[config.mk]
export PLATFORM = sky130hd
export DESIGN_NAME = sdma_write_engine
export DESIGN_NICKNAME = d
export VERILOG_FILES = /design/src/rtl/sdma_write_engine.sv
export SDC_FILE = /design/constraint.sdc
export NUM_CORES = 1
export LEC_CHECK = 0
export BUFFER_PORTS_ARGS = -buffer_cell sky130_fd_sc_hd__buf_2
export CAP_MARGIN = 0
export CORE_MARGIN = 3
export CORE_UTILIZATION = 48
export CTS_CLUSTER_SIZE = 8
export DETAILED_ROUTE_END_ITERATION = 10
export GPL_ROUTABILITY_DRIVEN = 0
export PLACE_DENSITY = 0.83
export SLEW_MARGIN = 20
export SYNTH_ARGS = -nofsm -noshare
export SYNTH_HDL_FRONTEND = slang
export SYNTH_SLANG_ARGS = --single-unit
[constraint.sdc]
create_clock -name clk_i -period 2.3 [get_ports clk_i]
set_input_delay 0.46 -clock clk_i [delete_from_list [all_inputs] [get_ports clk_i]]
set_output_delay 0.46 -clock clk_i [all_outputs]
set_load 0.005 [all_outputs]
[src/rtl/sdma_write_engine.sv]
// SDMA write engine: pops 32-bit words from the DAT word buffer and writes them to system memory,
// one outstanding request at a time. Boundary stop/resume is built only when SDMA_BOUNDARY_EN is defined.
module sdma_write_engine #(
  parameter int AddrWidth  = 32,
  parameter int CountWidth = 25
) (
  input  logic                  clk_i,
  input  logic                  rst_ni,
  input  logic                  start_i,
  input  logic                  abort_i,
  input  logic [AddrWidth-1:0]  sys_addr_i,
  input  logic [CountWidth-1:0] total_words_i,
  input  logic [2:0]            boundary_i,
  input  logic                  resume_i,
  input  logic [AddrWidth-1:0]  resume_addr_i,
  input  logic                  word_valid_i,
  input  logic [31:0]           word_data_i,
  output logic                  word_ready_o,
  output logic                  mem_req_o,
  input  logic                  mem_gnt_i,
  output logic [AddrWidth-1:0]  mem_addr_o,
  output logic [31:0]           mem_wdata_o,
  input  logic                  mem_rsp_valid_i,
  input  logic                  mem_err_i,
  output logic [AddrWidth-1:0]  sys_addr_o,
  output logic                  dma_int_o,
  output logic                  done_o,
  output logic                  adma_err_o,
  output logic                  busy_o
);

  typedef enum logic [2:0] {
    StIdle     = 3'd0,
    StFetch    = 3'd1,
    StReq      = 3'd2,
    StRsp      = 3'd3,
    StDone     = 3'd4,
    StError    = 3'd5
`ifdef SDMA_BOUNDARY_EN
    , StBoundary = 3'd6
`endif
  } state_e;

  state_e                state_q;
  logic [AddrWidth-1:0]  addr_q;
  logic [CountWidth-1:0] cnt_q;
  logic [31:0]           data_q;
  logic [AddrWidth-1:0]  addr_inc_d;

  assign addr_inc_d = addr_q + AddrWidth'(4);

`ifdef SDMA_BOUNDARY_EN
  logic                 dma_int_q;
  logic [AddrWidth-1:0] bnd_mask;
  logic                 bnd_hit;
  logic                 unused_bits;

  // boundary_i is used live so software may change it between stops
  assign bnd_mask    = (AddrWidth'(1) << (12 + int'(boundary_i))) - AddrWidth'(1);
  assign bnd_hit     = (addr_inc_d & bnd_mask) == '0;
  assign unused_bits = ^{sys_addr_i[1:0], resume_addr_i[1:0]};
  assign dma_int_o   = dma_int_q;
`else
  logic unused_bits;

  assign unused_bits = ^{sys_addr_i[1:0], resume_addr_i, resume_i, boundary_i};
  assign dma_int_o   = 1'b0;
`endif

  always_ff @(posedge clk_i) begin
    if (!rst_ni) begin
      state_q   <= StIdle;
      addr_q    <= '0;
      cnt_q     <= '0;
      data_q    <= '0;
`ifdef SDMA_BOUNDARY_EN
      dma_int_q <= 1'b0;
`endif
    end else if (abort_i) begin
      state_q   <= StIdle;
`ifdef SDMA_BOUNDARY_EN
      dma_int_q <= 1'b0;
`endif
    end else begin
`ifdef SDMA_BOUNDARY_EN
      dma_int_q <= 1'b0;
`endif
      case (state_q)
        StIdle: begin
          if (start_i) begin
            addr_q  <= {sys_addr_i[AddrWidth-1:2], 2'b00};
            cnt_q   <= total_words_i;
            state_q <= (total_words_i == '0) ? StDone : StFetch;
          end
        end
        StFetch: begin
          if (word_valid_i) begin
            data_q  <= word_data_i;
            state_q <= StReq;
          end
        end
        StReq: begin
          if (mem_gnt_i) state_q <= StRsp;
        end
        StRsp: begin
          if (mem_rsp_valid_i) begin
            if (mem_err_i) begin
              state_q <= StError;
            end else begin
              addr_q <= addr_inc_d;
              if (cnt_q != '0) cnt_q <= cnt_q - CountWidth'(1);
              // Completion wins over a boundary hit on the final word
              if (cnt_q == CountWidth'(1)) begin
                state_q <= StDone;
`ifdef SDMA_BOUNDARY_EN
              end else if (bnd_hit) begin
                state_q   <= StBoundary;
                dma_int_q <= 1'b1;
`endif
              end else begin
                state_q <= StFetch;
              end
            end
          end
        end
`ifdef SDMA_BOUNDARY_EN
        StBoundary: begin
          if (resume_i) begin
            addr_q  <= {resume_addr_i[AddrWidth-1:2], 2'b00};
            state_q <= StFetch;
          end
        end
`endif
        StDone:  state_q <= StIdle;
        StError: state_q <= StIdle;
        default: state_q <= StIdle;
      endcase
    end
  end

  assign word_ready_o = (state_q == StFetch);
  assign mem_req_o    = (state_q == StReq);
  assign mem_addr_o   = addr_q;
  assign mem_wdata_o  = data_q;
  assign sys_addr_o   = addr_q;
  assign done_o       = (state_q == StDone);
  assign adma_err_o   = (state_q == StError);
  assign busy_o       = (state_q != StIdle);

endmodule

### After elaboration in Yosys (flattened, before gate mapping)

Index checks and enable logic that the tools add are counted.

* bitwise operators: 2
* equal/unequal tests: 12
* add/sub/neg operators: 2
* muxes and demuxes: 17
* reduce and logical (&&, ||, !) cells: 10

Operator list (number)
* 2-to-1 mux 25 bit: 4
* 2-to-1 mux 32 bit: 3
* one-hot mux 32 bit (2 select lines): 1
* one-hot mux 25 bit (2 select lines): 1
* adder 32 x 3 -> 32 bit (second input constant): 1
* == test 25 x 1 -> 1 bit (second input constant): 1
* zero test 25 bit: 1
* nonzero test 25 bit: 1
* subtractor 25 x 1 -> 25 bit (second input constant): 1
* 2-to-1 mux 3 bit: 7
* one-hot mux 3 bit (4 select lines): 1
* inequality test 2 bit (second input constant): 5
* == test 3 x 2 -> 1 bit (second input constant): 2
* == test 3 bit (second input constant): 2
* AND reduction 6 bit: 1
* AND reduction 5 bit: 1
* AND reduction 4 bit: 1
* == test 3 x 1 -> 1 bit (second input constant): 1
* zero test 3 bit: 1
* AND reduction 3 bit: 1
* nonzero test 3 bit: 1
* inequality test 2 x 1 -> 1 bit (second input constant): 1
* NOT 1 bit: 2
* nonzero test 2 bit: 1
* OR reduction 2 bit: 1

* input port bits: 133
* register bits after elaboration: 92
* output and inout port bits: 102
* word-level logic and storage cells: 47

### Longest topological paths before layout

* depth after elaboration: 5
* depth in mapped cells: 8
* mapped depth without buffers: 7

### Worst setup path before layout

Ideal clock, no wire load.

* path type: register to register
* start point: reg addr_q[2] (netlist: mem_addr_o[2])
* end point: reg addr_q[22] (netlist: mem_addr_o[22])
* data arrival time: 1.972 ns
* library setup time: 0.074 ns
* required time: 2.226 ns
* stages on the path, launching flop included: 8
* path slack: 0.253 ns
* cells stage by stage: dfxtp_1 -> ha_1 -> nand4_1 -> or2_2 -> clkbuf_1 -> nor4_1 -> mux2_2 -> a31oi_1

* cells in the longest elaborated chain, start to end: 4

Ends and longest elaborated chain
* start: declaration: RTL line 45 `logic [AddrWidth-1:0] addr_q;`
* start signal: assignment: RTL line 91 `addr_q <= {sys_addr_i[AddrWidth-1:2], 2'b00};`
* start signal: assignment: RTL line 110 `addr_q <= addr_inc_d;`
* adder 32 x 3 -> 32 bit: RTL line 50 `assign addr_inc_d = addr_q + AddrWidth'(4);`
* 2-to-1 mux 32 bit: RTL line 107 `if (mem_err_i) begin`
* 2-to-1 mux 32 bit: RTL line 106 `if (mem_rsp_valid_i) begin`
* one-hot mux 32 bit (2 select lines): RTL line 88 `case (state_q)`

Every way passes these cells. The select of a mux whose other input is x is not followed.
A chain may end at the register's enable or synchronous reset.

### Final worst setup path

* start point: reg cnt_q[0]
* end point: reg cnt_q[6]

* cells in the longest elaborated chain, start to end: 5
* elaborated cells on any way between the ends: 8
* those cells by class: add/sub: 1; eq/ne: 1; mux: 4; reduce/logical: 2

Ends and longest elaborated chain
* start: declaration: RTL line 46 `logic [CountWidth-1:0] cnt_q;`
* start signal: assignment: RTL line 92 `cnt_q <= total_words_i;`
* start signal: assignment: RTL line 111 `if (cnt_q != '0) cnt_q <= cnt_q - CountWidth'(1);`
* subtractor 25 x 1 -> 25 bit: RTL line 111
* 2-to-1 mux 25 bit: RTL line 111
* 2-to-1 mux 25 bit: RTL line 107
* 2-to-1 mux 25 bit: RTL line 106
* one-hot mux 25 bit (2 select lines): RTL line 88

Parallel ways exist; a longest one is shown, timed or not. The select of a mux whose other input is x is not followed.

==> run metrics <==
status=finished clean; Cells after Synth=720; most frequent cells in the layout=buf_2, nand2_1, dfxtp_1; PD cells=524.0 nW/um2; max_slew headroom=64.54%; largest net degree at the start of global routing=61; MaxCap Viol Count=0; Routed WL per cell=15.99 um; CP cell instances=inv_1, ha_1, or3b_2, or4_1, o31ai_1, a32o_1; measured slew at the worst slew-check pin=0.5270 ns; gr ovfl total=0; Vias per Instance=5.837; ANT nets after route=0; syn avg cell area=7.391 um2; Max stage delay on crit path=0.56 ns; Tcrit/Tclk final=91.09%; unrepaired setup endpoints after global routing=false; Worst Hold Endpoint=mem_wdata_o[4]; hold_sp=word_data_i[4]; first-pass GRT wire length=26.47 mm; kind of end point of the critical path=flip-flop; initial drt markers=692; ratio of cells with drive above 1 in the final layout=31.24%; vias in the first global route=5,528; hold path cells=3; register area share after synthesis=33.86%; Final HPWL DP=12.02 mm; CTS tree=yes; Post-Synthesis Cell Area=5321 um2; highest clock rate=477.3 MHz; Clock Sinks=90; #FFs+latches synth=90; Final Max Slew Viols=0; Reg power frac=49.3%; port buffer count=191; Pre-antenna DRT Iters=7; Remaining DRCs=0; final core utilization=62.13%; clock root cell=clkbuf_8; min cycle time layout=2.095 ns; Die Height=111.3 um; Required @ worst endpoint=2.60 ns; Fin Setup TNS=0 ns; synth warn=0; Clock Skew=0.01381 ns; Max Root-Sink Buffers=2; clock slew at reported path FFs=0.10 ns; crit path buf inv count=1; Skew-Pair Late Insertion Delay=0.36 ns; Fin. Hold Viols=0; Post-Route WL=16.41 mm; DR vias=5,989; Total Die Area=12,390 um2; Post-layout nets=1,022; critical path's top delay family=simple AND/OR/NAND/NOR gates; P_int=2.375 mW; number of fill cells=970; io pins=235; Critical Path Fanout Max=8; Die X-Extent=111.3 um; Total GRT Usage=25.34%; Post-DP Area=6365 um2; peak supply drop=0.3413 mV; commonest non-fill, non-tap cell in the layout=buf_2; Synth area leader=dfxtp_1; design area=6558 um2; Area Overhead vs Synth=23.23%; diode count=0; setup violators final=0; internal reg-to-reg setup slack=0.20 ns; Synth Flop Type=dfxtp_1; TritonCTS buffer count=9; slowest CP cell=or3b_2; FF-to-FF End=cnt_q[6]; antenna violations before repair=0; Crit Path Class=flip-flop to flip-flop; number of synthesized flops with an enable pin=0; Starting Density=50.41%; cells taking the most area after synthesis=dfxtp_1, nand2_1, a21oi_1, buf_4, nor2_1; reg2reg start=cnt_q[0]; core area=10,560 um2; Synth top area share=33.86%; combinational power share=20.6%; H-tree lvl count=3; R2R cell count=6; fraction of registers with async set/reset=0%; worst min path class=input pin to flip-flop; Worst Setup Start Kind=flip-flop; P_sw=1.062 mW; Unique masters post-synth=67; Cell Rows=37; Clock power frac=30.1%; P_leak=2.843 nW; CP arrival=2.39 ns; Switching Fraction=30.89%
## stage by stage
| stage | hold slack (ns) | setup slack (ns) | total power [mW] | cells |
|---|---|---|---|---|
| floorplan | 0.4527 | 0.2533 | 2.142 | 724 |
| global placement | 0.4389 | 0.1418 | 2.417 | 1010 |
| detailed placement | 0.4432 | 0.08167 | 2.427 | 1010 |
| CTS | 0.3075 | 0.2100 | 3.461 | 1026 |
| global route | 0.3201 | 0.07374 | 3.610 | 1026 |
| finish | 0.3228 | 0.2048 | 3.436 | 1026 |
## state kept, by name, summed over array words and instances (netlist names)
name	flops
mem_wdata_o	32
mem_addr_o	30
cnt_q	25
state_q	3
## Yosys cell counts (6+ instances only)
cell      count
a21o_1       11
a21oi_1      80
nor3_1       18
nand4_1      20
o211ai_1      6
o21ai_0      17
or3_1         7
o31ai_1       7
o21ai_1      13
nor2_1       58
inv_1         6
dfxtp_1      90
clkbuf_1     42
nand2_1     133
a31oi_1      10
buf_4        35
nand3_1      25
nor4_1       19
## per-layer routing
metal	global-route usage [%]	wire length [um]	vias to the layer above
li1	-	-	2927
met1	31.12	6633	2727
met2	44.15	8176	299
met3	5.022	1214	36
met4	8.597	384	0
met5	0	0	-
## area by class of cell
cell class | instances | area, um2 | share of cell area [%]
inverter | 7 | 26.28 | 0.4007
clock buffer | 10 | 137.6 | 2.099
multi-input combinational | 538 | 3019 | 46.04
sequential | 90 | 1802 | 27.48
clock inverter | 6 | 48.80 | 0.7441
timing repair buffer | 239 | 1354 | 20.64
tap | 136 | 170.2 | 2.595
## worst max path at each step
stage	cells after the start	slack, ns	start	endpoint
6_report	6	0.20	cnt_q[0]	cnt_q[6]
4_1_cts	6	0.21	cnt_q[0]	cnt_q[6]
2_1_floorplan	7	0.25	mem_addr_o[2]	mem_addr_o[22]
3_5_place_dp	6	0.08	start_i	cnt_q[6]
3_3_place_gp	6	0.14	start_i	cnt_q[6]
5_1_grt	6	0.07	cnt_q[0]	cnt_q[6]
## worst register-to-register path, delay by kind of cell, from the launching register on
family,cells,cell delay (ns)
and+or+nand+nor,2,0.98
adders and majority gates,1,0.22
AOI/OAI and AO/OA,2,0.36
DFF,1,0.37
buffers and inverters,1,0.11
## power by group through the flow
stage | Clock, mW | Sequential [mW] | Combinational [mW]
floorplan | 0 | 1.72 | 0.417
global placement | 0 | 1.73 | 0.692
detailed placement | 0 | 1.73 | 0.699
CTS | 1.07 | 1.69 | 0.703
global route | 1.12 | 1.71 | 0.780
finish | 1.04 | 1.69 | 0.708
## cell families after synthesis
kind of cell	synth area share (%)
flip-flops	33.86
buffers and inverters	9.875
AO/OA/AOI/OAI	24.83
other	0.07047
adder cells (fa/ha/maj)	0.9406
AND/OR/NAND/NOR	29.58
multiplexers	0.8464
## repair_timing
item,CTS,global route
resized for setup,0,1
buffers inserted,0,0
hold buffers,0,0
setup endpoints to repair,0,1
Power figures use the tool's default switching activity.
